`src/rtl/alu_exec_unit.sv`:
```
// alu_exec_unit: RV32I/M ALU execution unit with a start/done handshake.
// Simple ops, divide-by-zero, signed-overflow and illegal encodings finish in
// one cycle. MUL*/DIV*/REM* run XLEN shift-add / restoring-divide iterations
// on unsigned operand magnitudes, then get sign-corrected in FIX.
module alu_exec_unit #(
  parameter int XLEN   = 32,
  parameter bit MUL_EN = 1'b1
) (
  input  logic            clk,
  input  logic            rst_n,
  input  logic            start,
  input  logic [1:0]      alu_op,
  input  logic [2:0]      funct3,
  input  logic [6:0]      funct7,
  input  logic [XLEN-1:0] src_a,
  input  logic [XLEN-1:0] src_b,
  output logic [XLEN-1:0] result,
  output logic            zero,
  output logic            busy,
  output logic            done,
  output logic            illegal
);

  localparam int SHW = $clog2(XLEN);
  localparam logic [SHW-1:0]  LAST_CNT = SHW'(XLEN - 1);
  localparam logic [XLEN-1:0] MOST_NEG = {1'b1, {(XLEN-1){1'b0}}};

  typedef enum logic [4:0] {
    OP_ADD, OP_SUB, OP_SLL, OP_SLT, OP_SLTU, OP_XOR, OP_SRL, OP_SRA, OP_OR, OP_AND,
    OP_MUL, OP_MULH, OP_MULHSU, OP_MULHU, OP_DIV, OP_DIVU, OP_REM, OP_REMU, OP_ILL
  } op_t;

  typedef enum logic [1:0] {S_IDLE, S_CALC, S_FIX, S_DONE} state_t;

  state_t            state;
  op_t               dec_op, op_q;
  logic [SHW-1:0]    cnt;
  logic [2*XLEN-1:0] acc, acc_init, acc_step, fixed_prod;
  logic [XLEN-1:0]   opnd, opnd_init;
  logic              neg_q, neg_init, is_mul_q, is_mul_op;
  logic [XLEN-1:0]   simple_res, fast_res, fix_res, mag_a, mag_b;
  logic [XLEN-1:0]   quo_fix, rem_fix, div_diff;
  logic              fast, a_neg, b_neg, b_zero, sovf, div_ge;
  logic [XLEN:0]     mul_sum, div_shift;
  logic [SHW-1:0]    shamt;

  // Map alu_op/funct3/funct7 to a concrete operation; anything unlisted is illegal.
  always_comb begin
    dec_op = OP_ILL;
    case (alu_op)
      2'b00: dec_op = OP_ADD;
      2'b01: dec_op = OP_SUB;
      2'b10: begin
        if (funct7 == 7'b0000000) begin
          case (funct3)
            3'b000:  dec_op = OP_ADD;
            3'b001:  dec_op = OP_SLL;
            3'b010:  dec_op = OP_SLT;
            3'b011:  dec_op = OP_SLTU;
            3'b100:  dec_op = OP_XOR;
            3'b101:  dec_op = OP_SRL;
            3'b110:  dec_op = OP_OR;
            default: dec_op = OP_AND;
          endcase
        end else if (funct7 == 7'b0100000) begin
          if (funct3 == 3'b000)      dec_op = OP_SUB;
          else if (funct3 == 3'b101) dec_op = OP_SRA;
        end else if (funct7 == 7'b0000001 && MUL_EN) begin
          case (funct3)
            3'b000:  dec_op = OP_MUL;
            3'b001:  dec_op = OP_MULH;
            3'b010:  dec_op = OP_MULHSU;
            3'b011:  dec_op = OP_MULHU;
            3'b100:  dec_op = OP_DIV;
            3'b101:  dec_op = OP_DIVU;
            3'b110:  dec_op = OP_REM;
            default: dec_op = OP_REMU;
          endcase
        end
      end
      default: begin
        case (funct3)
          3'b000:  dec_op = OP_ADD;
          3'b001:  dec_op = OP_SLL;
          3'b010:  dec_op = OP_SLT;
          3'b011:  dec_op = OP_SLTU;
          3'b100:  dec_op = OP_XOR;
          3'b101:  dec_op = funct7[5] ? OP_SRA : OP_SRL;
          3'b110:  dec_op = OP_OR;
          default: dec_op = OP_AND;
        endcase
      end
    endcase
  end

  // Single-cycle result, short-circuit detection and operand magnitudes for the iterative core.
  always_comb begin
    shamt      = src_b[SHW-1:0];
    simple_res = '0;
    case (dec_op)
      OP_ADD:  simple_res = src_a + src_b;
      OP_SUB:  simple_res = src_a - src_b;
      OP_SLL:  simple_res = src_a << shamt;
      OP_SLT:  simple_res = {{(XLEN-1){1'b0}}, $signed(src_a) < $signed(src_b)};
      OP_SLTU: simple_res = {{(XLEN-1){1'b0}}, src_a < src_b};
      OP_XOR:  simple_res = src_a ^ src_b;
      OP_SRL:  simple_res = src_a >> shamt;
      OP_SRA:  simple_res = $unsigned($signed(src_a) >>> shamt);
      OP_OR:   simple_res = src_a | src_b;
      OP_AND:  simple_res = src_a & src_b;
      default: simple_res = '0;
    endcase

    b_zero = (src_b == '0);
    sovf   = (src_a == MOST_NEG) && (src_b == '1);
    fast   = 1'b1;
    fast_res = simple_res;
    case (dec_op)
      OP_MUL, OP_MULH, OP_MULHSU, OP_MULHU: fast = 1'b0;
      OP_DIV: begin
        if (b_zero)    fast_res = '1;
        else if (sovf) fast_res = MOST_NEG;
        else           fast = 1'b0;
      end
      OP_DIVU: begin
        if (b_zero) fast_res = '1;
        else        fast = 1'b0;
      end
      OP_REM: begin
        if (b_zero)    fast_res = src_a;
        else if (sovf) fast_res = '0;
        else           fast = 1'b0;
      end
      OP_REMU: begin
        if (b_zero) fast_res = src_a;
        else        fast = 1'b0;
      end
      default: ;
    endcase

    a_neg = src_a[XLEN-1] && (dec_op == OP_MULH || dec_op == OP_MULHSU ||
                              dec_op == OP_DIV  || dec_op == OP_REM);
    b_neg = src_b[XLEN-1] && (dec_op == OP_MULH || dec_op == OP_DIV || dec_op == OP_REM);
    mag_a = a_neg ? -src_a : src_a;
    mag_b = b_neg ? -src_b : src_b;
    is_mul_op = (dec_op == OP_MUL || dec_op == OP_MULH ||
                 dec_op == OP_MULHSU || dec_op == OP_MULHU);
    neg_init  = (dec_op == OP_REM || dec_op == OP_REMU) ? a_neg : (a_neg ^ b_neg);
    // Multiply: low half holds the multiplier; divide: low half holds the dividend.
    acc_init  = is_mul_op ? {{XLEN{1'b0}}, mag_b} : {{XLEN{1'b0}}, mag_a};
    opnd_init = is_mul_op ? mag_a : mag_b;
  end

  // One iteration: shift-add on the product, or restoring subtract on remainder/quotient.
  always_comb begin
    mul_sum   = {1'b0, acc[2*XLEN-1:XLEN]} + (acc[0] ? {1'b0, opnd} : '0);
    div_shift = acc[2*XLEN-1:XLEN-1];
    div_ge    = (div_shift >= {1'b0, opnd});
    div_diff  = div_shift[XLEN-1:0] - opnd;
    if (is_mul_q) acc_step = {mul_sum, acc[XLEN-1:1]};
    else          acc_step = {div_ge ? div_diff : div_shift[XLEN-1:0], acc[XLEN-2:0], div_ge};
  end

  // Sign correction and result selection after the last iteration.
  always_comb begin
    fixed_prod = neg_q ? -acc : acc;
    quo_fix    = neg_q ? -acc[XLEN-1:0] : acc[XLEN-1:0];
    rem_fix    = neg_q ? -acc[2*XLEN-1:XLEN] : acc[2*XLEN-1:XLEN];
    case (op_q)
      OP_MUL:                         fix_res = fixed_prod[XLEN-1:0];
      OP_MULH, OP_MULHSU, OP_MULHU:   fix_res = fixed_prod[2*XLEN-1:XLEN];
      OP_DIV, OP_DIVU:                fix_res = quo_fix;
      OP_REM, OP_REMU:                fix_res = rem_fix;
      default:                        fix_res = '0;
    endcase
  end

  // Control FSM with registered outputs; operands latch at start so inputs may move afterwards.
  always_ff @(posedge clk or negedge rst_n) begin
    if (!rst_n) begin
      state    <= S_IDLE;
      result   <= '0;
      zero     <= 1'b0;
      busy     <= 1'b0;
      done     <= 1'b0;
      illegal  <= 1'b0;
      cnt      <= '0;
      acc      <= '0;
      opnd     <= '0;
      neg_q    <= 1'b0;
      is_mul_q <= 1'b0;
      op_q     <= OP_ADD;
    end else begin
      case (state)
        S_IDLE: begin
          if (start) begin
            busy <= 1'b1;
            if (fast) begin
              result  <= fast_res;
              zero    <= (fast_res == '0);
              illegal <= (dec_op == OP_ILL);
              done    <= 1'b1;
              state   <= S_DONE;
            end else begin
              acc      <= acc_init;
              opnd     <= opnd_init;
              neg_q    <= neg_init;
              is_mul_q <= is_mul_op;
              op_q     <= dec_op;
              cnt      <= '0;
              state    <= S_CALC;
            end
          end
        end
        S_CALC: begin
          acc <= acc_step;
          cnt <= cnt + 1'b1;
          if (cnt == LAST_CNT) state <= S_FIX;
        end
        S_FIX: begin
          result  <= fix_res;
          zero    <= (fix_res == '0);
          illegal <= 1'b0;
          done    <= 1'b1;
          state   <= S_DONE;
        end
        default: begin
          done  <= 1'b0;
          busy  <= 1'b0;
          state <= S_IDLE;
        end
      endcase
    end
  end

endmodule
```
`config.mk`:
```
export PLATFORM = sky130hd
export DESIGN_NAME = alu_exec_unit
export DESIGN_NICKNAME = d
export VERILOG_FILES = /design/src/rtl/alu_exec_unit.sv
export SDC_FILE = /design/constraint.sdc
export NUM_CORES = 1
export LEC_CHECK = 0
export BUFFER_PORTS_ARGS = -buffer_cell sky130_fd_sc_hd__buf_2
export CORE_MARGIN = 2
export CORE_UTILIZATION = 27
export DETAILED_ROUTE_END_ITERATION = 7
export PLACE_DENSITY_LB_ADDON = 0.2
export SETUP_SLACK_MARGIN = 0.02
export SYNTH_ARGS = -nofsm -noshare
export SYNTH_HDL_FRONTEND = slang
export SYNTH_SLANG_ARGS = --single-unit
```
`constraint.sdc`:
```
create_clock -name clk -period 5.48 [get_ports clk]
set_input_delay 0 -clock clk [delete_from_list [all_inputs] [get_ports clk]]
set_output_delay 0 -clock clk [all_outputs]
set_load 0.005 [all_outputs]
```
After elaboration in Yosys (flattened, before gate mapping). Cells that the tools add are included.

Flip-flop bits (word level): 146. Input port bits: 79. Output and inout bits: 36.

Add/sub/neg operators: 10. Order comparisons: 3. Equality and inequality tests: 45. Shift operators: 3. Multiplexer cells: 58. Bitwise gates (word level): 7. Reduce and logical (&&, ||, !) cells: 35.

Operators by type and width (count): two-way mux 32 bit (16); one-hot mux 32 bit (10 select lines) (1); two-way mux 64 bit (4); one-hot mux 32 bit (4 select lines) (2); negation 32 bit (4); one-hot mux 64 bit (2 select lines) (1); zero test 32 bit (3); equality test 5 x 4 -> 1 bit, second input constant (14); equality test 32 bit, second input constant (2); < comparator 32 bit (2); negation 64 bit (1); one-hot mux 32 bit (2 select lines) (1); subtractor 32 bit (2); one-hot mux 4 bit (7 select lines) (2); two-way mux 5 bit (7); one-hot mux 5 bit (7 select lines) (1); adder 32 x 32 -> 33 bit (1); >= comparator 33 x 32 -> 1 bit (1); adder 32 bit (1); bitwise AND 32 bit (1); bitwise OR 32 bit (1); << shifter 32 x 5 -> 32 bit (1); right shift 32 x 5 -> 32 bit (1); >>> shifter 32 x 5 -> 32 bit (1); 35 further kinds (90).

Depth between registers and ports, before layout. Gate-level depths: netlist (run 1).

Word-level depth: 16. Depth in mapped cells: 21.

Worst setup path after synthesis (run 1). OpenSTA, ideal clock, no wires.

Kind: input to register. Start: input src_b[2]. End: register zero. Arrival: 4381 ps. Required time: 5394 ps. Slack: 1013 ps. Stages on the path: 21. Cells stage by stage: buf_2 inv_1 buf_1 buf_1 clkbuf_1 ha_1 buf_2 nor2b_1 o311a_1 o221ai_1 nand4_1 a211oi_1 o21ai_0 a21oi_1 o32ai_1 a21oi_1 o211ai_1 or3b_2 nor4_2 nand4_1 o221ai_2.

Longest elaborated chain between the ends: 9. Elaborated cells on any way between the ends: 31. Classes of those cells: 2 x add/sub; 2 x order compare; 2 x eq/ne; 3 x shift; 15 x mux; 3 x bitwise; 4 x reduce/logical.

Ends and longest elaborated chain: start, declared (line 16) `input logic [XLEN-1:0] src_b,`; subtractor 32 bit (tied with other cells) (line 102) `OP_SUB: simple_res = src_a - src_b;`; one-hot mux 32 bit (10 select lines) / logical AND 1 bit (equally long branches) (line 100, 115); two-way mux 32 bit, on equally long branches (line 131, 122); two-way mux 32 bit, on equally long branches (line 130, 121); one-hot mux 32 bit (4 select lines) (line 118) `case (dec_op)`; zero test 32 bit (line 200) `zero <= (fast_res == '0);`; two-way mux 1 bit (line 198) `if (fast) begin`; two-way mux 1 bit (line 196) `if (start) begin`; one-hot mux 1 bit (2 select lines) (line 194) `case (state)`; end signal, assigned (line 200); end signal, assigned (line 222) `zero <= (fix_res == '0);`; end, declared (line 18) `output logic zero,`.

Several ways; a longest one is shown, not always the timed one. The select of a mux whose other input is x is not followed. A chain may end at the register's enable or synchronous reset.

Final worst setup path (run 1).
Start: register acc[8]. End: register zero.

Longest elaborated chain between the ends: 5. Elaborated cells on any way between the ends: 7. Classes of those cells: 2 x add/sub; 4 x mux; 1 x reduce/logical.

Ends and longest elaborated chain: start, declared (line 38) `logic [2*XLEN-1:0] acc, acc_init, acc_step, fixed_prod;`; start signal, assigned (line 205) `acc <= acc_init;`; start signal, assigned (line 216) `acc <= acc_step;`; negation 64 bit / negation 32 bit (equally long branches) (line 166, 167); two-way mux 64 bit / two-way mux 32 bit (equally long branches) (line 166, 167); one-hot mux 32 bit (4 select lines) (*) (line 169) `case (op_q)`; zero test 32 bit (*) (line 222); one-hot mux 1 bit (2 select lines) (*) (line 194).

Every way passes the cells marked *; elsewhere a longest branch is shown, timed or not.

==> results.yml, run 1 <==
clock_tree:
  numCtsBuffers: 17
  cts_resized: 0
  worstSkewPairLatency_ns: 0.46
  cts_sinks: 146
  path_clk_slew_ns: 0.07
  ctsRootBufferMaster: "clkbuf_16"
  clockBufferDepth: 2
  cts_tree: "yes"
  htree_levels: 4
cells_and_area:
  design_area_um2: 27800
  drive_above_1_share: 0.127
  fill_cells: 10200
  finalCoreUtilization: 0.303
  syn_to_final_growth_pct: 10.9
  num-nets-final: 3792
placed_design:
  place_hpwl_um: 104000
  port_buffers: 114
  placed_area_um2: 27200
  place_ws_ns: 0.496
  gp_congestion: 1.04
synthesis:
  ys_top_cells_by_area: "dfrtp_1, ha_1, a21oi_1, nor2_1, o21ai_0"
  synth_ff_type: "dfrtp_1"
  yosysWarnings: 0
  yosysSeqAreaShare: 0.146
  synth_cells: 3554
  netlist_area_um2: 25100
  synth_common_cells: "nor2_1, nand2_1, a21oi_1"
  avgSynthCellArea_um2: 7.05
  synth_edf_count: 0
  ys_types: 104
  synth_top_area_share: 0.146
  async_reset_ff_frac: 1.00
  ys_ff_latch: 146
  synth_nets: 3809
  synth.largest_area_cell: "dfrtp_1"
  synth_most_common_cell: "nor2_1"
worst_setup_path:
  cp-end-kind: "flip-flop"
  crit_fanout: 8
  cp.buffers_inverters: 0
  path_class: "reg -> reg"
  reg2reg_setup_slack_ns: 0.49
  crit_path_cell_trace: "or4_1 > nor4_1 > nand4_1 > nand2b_1 > nor2_2 > nand2_2 > o31ai_4 > nand2_1 > xor2_1 > a222oi_1 > nand4_1 > nor4_1 > nand4_1 > o221ai_2"
  path_depth: 14
  worstReg2RegStart: "acc[8]"
  cp-start-kind: "flip-flop"
  cp.required_ns: 5.86
  crit_path_frequent_cell: "nand4_1"
  cp_slowest_cell: "a222oi_1"
  critPathTopFamily: "simple AND/OR/NAND/NOR gates"
  critPathArrivalTime_ns: 5.37
  worst_r2r_path_depth: 14
  cpPeakStageDelay_ns: 0.76
  reg2reg_to: "zero"
floorplan:
  fp.dieH_um: 309
  pin_count: 115
  die_area_um2: 95200
  start_util: 0.273
  rows: 111
  die_x_um: 309
  design.core.area_um2: 91800
global_route:
  grt_pass1_vias: 26700
  track_usage: 0.269
  grt_first_pass_wirelength_um: 190000
  grt_overflow: 0
  grt_max_degree: 104
  antenna_found_initial: 10
drt:
  drc_errors: 0
  viasPerCell: 5.89
  wirelength_um: 131000
  dr.pass1.iters: 6
  drt_iter0_drc: 3280
  ant_nets: 0
  vias: 28200
  wl_per_cell_um: 27.4
timing:
  setup_violations: 0
  tightest_slew_ns: 1.38
  finalCritPeriodShare: 0.911
  report.final.slew_viol_count: 0
  slew_headroom: 0.0728
  fmax_mhz: 200
  rsz0062_at_grt: "no"
  tns_ns: 0
  skew_ns: 0.0153
  final_hold_viol_count: 0
  finalWorstSetupSlack_ns: 0.485
  fin_crit_ns: 4.99
min_path:
  hold_path.class: "in -> async"
power:
  power_density_nw_per_um2: 301
  vdd_drop_max_mv: 0.228
  leakage_uw: 0.0115
outcome:
  status: "finished clean"
job:
  cap_violations: 0
## how the worst max path moves through the flow
stage	from	end	slack [ns]
final	acc[8]	zero	0.49
after global routing	acc[14]	zero	0.08
after CTS	acc[14]	zero	0.48
after detailed placement	acc[14]	zero	0.50
after global placement	acc[14]	zero	0.47
after floorplan	src_b[2]	zero	1.01
## state kept, by name (all words and copies together) (netlist names)
register  count
acc          64
opnd         32
result       32
cnt           5
op_q          5
state         2
busy          1
done          1
illegal       1
is_mul_q      1
neg_q         1
zero          1
## placed cells by master, fill, tap and decap left out, types with 15 or more instances in the layout
cell type	count
nor2_1	410
nand2_1	387
a21oi_1	365
o21ai_0	298
ha_1	170
inv_1	169
dfrtp_1	144
xnor2_1	134
buf_4	121
buf_2	110
nand3_1	74
a211oi_1	74
nor3_1	70
mux4_2	59
mux2_2	58
mux2i_1	55
a21o_1	54
o211ai_1	52
xor2_1	50
o22ai_1	46
o31ai_1	40
nor4_1	39
nand4_1	35
a31oi_1	31
or3_1	30
nand2b_1	29
o21a_1	21
a22oi_1	20
and3_1	19
o41ai_1	19
or4_1	18
o221ai_1	18
clkbuf_16	17
or2_2	16
and2_1	15
## per-stage QoR
stage	instances	power, uW	hold WS (ns)
after global routing	4794	8930	0.108
after detailed placement	4759	7040	-0.0125
final	4796	8360	0.0632
after global placement	4759	7060	-0.0177
after floorplan	3554	5170	-0.296
after CTS	4793	8330	0.0514
## repair_timing
action                    CTS  global route
hold buffers                2             0
buffers inserted            0             0
hold endpoints to repair   48             0
## routing by layer
layer,vias up,track usage,part of all wire,wire (um)
li1,13000,-,-,-
met1,13600,0.358,0.42,55300
met2,1306,0.430,0.45,59200
met3,289,0.0311,0.073,9540
met4,8,0.133,0.055,7170
met5,-,0,0.00047,62
## kinds of logic after synthesis
logic type                 after synthesis  share of synthesized area
DFF                                    146                      0.146
buffers and inverters                  447                     0.0709
adders and majority gates              176                     0.0891
and+or+nand+nor                       1206                      0.219
AOI/OAI and AO/OA                     1223                      0.310
xor gates and xnor gates               184                     0.0643
muxes                                  172                      0.101
## power by group
part           internal (uW)  leakage (uW)  total [uW]  switching [uW]
clock network            688      0.000292        1250             558
logic                   1880       0.00938        5270            3390
registers               1420       0.00187        1850             431
total                   3980        0.0115        8360            4380
## cell type report
type	count	area [um2]	area share
tap	1243	1560	0.0560
clock buffer	18	429	0.0154
sequential	146	3660	0.132
timing repair buffer	240	1610	0.0579
clock inverter	14	168	0.00603
multi-input combinational	2961	19700	0.710
inverter	171	642	0.0231
antenna	3	7.51	0.000270
No activity file was read; power rests on OpenSTA's default activity.
==> inputs of run 2 (changes only) <==
==> constraint.sdc (replaced) <==
create_clock -name clk -period 5.48 [get_ports clk]
set_input_delay 0.548 -clock clk [delete_from_list [all_inputs] [get_ports clk]]
set_output_delay 0.548 -clock clk [all_outputs]
set_load 0.005 [all_outputs]
==> run 2 against run 1 <==
Non-clock buffer count increased by 75; combinational power increased by 1%; critical path type is now in -> reg; largest power group unchanged; critical endpoint unchanged; global-route usage increased by 0.18 points; clock skew increased by 0.0016 ns.
==> results.yml, run 2 (same netlist as run 1, synthesis figures left out) <==
outcome:
  status: "finished clean"
timing:
  rsz0062_at_grt: "no"
  final_hold_viol_count: 0
  tightest_slew_ns: 1.02
  finalCritPeriodShare: 0.916
  fmax_mhz: 199
  slew_headroom: 0.310
  skew_ns: 0.0169
  tns_ns: 0
  setup_violations: 0
  fin_crit_ns: 5.02
  report.final.slew_viol_count: 0
  finalWorstSetupSlack_ns: 0.462
drt:
  dr.pass1.iters: 6
  vias: 28500
  ant_nets: 0
  wirelength_um: 132000
  drt_iter0_drc: 3001
  wl_per_cell_um: 27.1
  drc_errors: 0
  viasPerCell: 5.85
cells_and_area:
  num-nets-final: 3867
  seq_area_um2: 3660
  final_cell_mix: "nor2_1, nand2_1, a21oi_1"
  multiInputGateArea_um2: 19700
  final_common_cell: "nor2_1"
  fill_cells: 10200
  drive_above_1_share: 0.146
  reg_top3: "acc x64, opnd x32, result x32"
  regMostFlops: "acc"
  largest_reg_flops: 64
  syn_to_final_growth_pct: 13.5
worst_setup_path:
  startpoint: "src_a[12]"
  path_depth: 17
  crit_fanout: 14
  critPathTopFamily: "simple AND/OR/NAND/NOR gates"
  cp-endpoint: "zero"
  cp.buffers_inverters: 2
  cpPeakStageDelay_ns: 0.58
  cp-start-kind: "input pin"
  cp_slowest_cell: "or4_1"
  cp.required_ns: 5.86
  path_class: "in -> reg"
  cp-end-kind: "flip-flop"
  crit_path_cell_trace: "buf_2 > inv_1 > ha_1 > or4_1 > or4_1 > a211o_1 > a31oi_1 > o21ai_0 > and3_1 > a221o_1 > a211oi_1 > a21o_1 > nor4b_2 > nand4_1 > nor4_2 > nand4_1 > o221ai_2"
  reg2reg_to: "zero"
  worstReg2RegStart: "acc[12]"
  worst_r2r_path_depth: 14
  reg2reg_setup_slack_ns: 0.52
  critPathArrivalTime_ns: 5.39
floorplan:
  die_area_um2: 95200
  die_x_um: 309
  rows: 111
  fp.dieH_um: 309
  start_util: 0.273
  design.core.area_um2: 91800
  pin_count: 115
global_route:
  grt_pass1_vias: 27000
  grt_overflow: 0
  antenna_found_initial: 7
  track_usage: 0.271
  grt_first_pass_wirelength_um: 191000
  grt_max_degree: 65
clock_tree:
  path_clk_slew_ns: 0.07
  htree_levels: 4
  cts_resized: 0
  numCtsBuffers: 17
  postCtsHoldBufs: 0
  worstSkewPairLatency_ns: 0.46
  clockBufferDepth: 2
  cts_sinks: 146
  cts_setup_buffers: 0
  cts_tree: "yes"
  ctsRootBufferMaster: "clkbuf_16"
power:
  leakage_uw: 0.0119
  power_density_nw_per_um2: 297
  power_uw: 8440
  vdd_drop_max_mv: 0.240
placed_design:
  place_ws_ns: 0.154
  port_buffers: 114
  place_hpwl_um: 106000
  gp_congestion: 1.01
min_path:
  hold_path.class: "in -> async"
job:
  cap_violations: 0
==> run 2: cell types whose count changed in the layout (fill, tap and decap cells not counted), sizes merged <==
cell | previous run | this run
clkinvlp | 1 | 2
inv | 178 | 180
dlygate4sd3 | 2 | 0
buf | 238 | 315
clkbuf | 18 | 17
clkinv | 4 | 2
==> run 2: metrics by stage <==
stage | instance area, um2 | instances | hold slack, ns | util
global route | 28400 | 4868 | 0.0792 | 0.310
finish | 28400 | 4871 | 0.0394 | 0.310
detailed placement | 27800 | 4836 | 0.465 | 0.303
floorplan | 25100 | 3554 | 0.252 | -
global placement | 27800 | 4836 | 0.462 | 0.303
CTS | 28400 | 4868 | 0.0522 | 0.310
==> run 2: layer usage <==
metal,wire length (um),track usage
met4,6730,0.124
met2,59900,0.439
met5,36,0
met1,56800,0.361
met3,8710,0.0280
==> run 2: worst register-to-register path, stage by stage, from the launching register on <==
cell,delay (ns)
dfrtp_1,0.49
or4_1,0.57
nor3_1,0.33
nand4_1,0.30
nand2b_1,0.39
nor2_2,0.35
nand2_2,0.14
o31ai_4,0.34
nand2_1,0.11
xor2_1,0.16
a222oi_1,0.63
nand4_1,0.15
nor4_1,0.31
nand4_1,0.37
o221ai_2,0.26
==> run 2: area by class of cell <==
type / count / area share
repair buffers: 315 / 0.0785
multi-input cells: 2961 / 0.694
diodes: 3 / 0.000264
well taps: 1243 / 0.0547
clock inverters: 15 / 0.00634
flip-flops and latches: 146 / 0.129
clock buffers: 17 / 0.0150
inverters: 171 / 0.0226
==> run 2: worst min path at each step <==
| stage | slack (ns) | cells past startpoint | start | end |
|---|---|---|---|---|
| after global placement | 0.46 | 2 | result[16] | result[16] |
| after global routing | 0.08 | 1 | rst_n | acc[39] |
| after detailed placement | 0.46 | 2 | result[16] | result[16] |
| after CTS | 0.05 | 1 | rst_n | acc[39] |
| final | 0.04 | 1 | rst_n | acc[39] |
| after floorplan | 0.25 | 0 | rst_n | acc[0] |
==> run 2: report_power, final <==
part / internal [uW] / total, uW / leakage [uW] / switching, uW
clock network: 692 / 1260 / 0.000295 / 566
logic: 1960 / 5330 / 0.00978 / 3370
registers: 1410 / 1850 / 0.00187 / 438
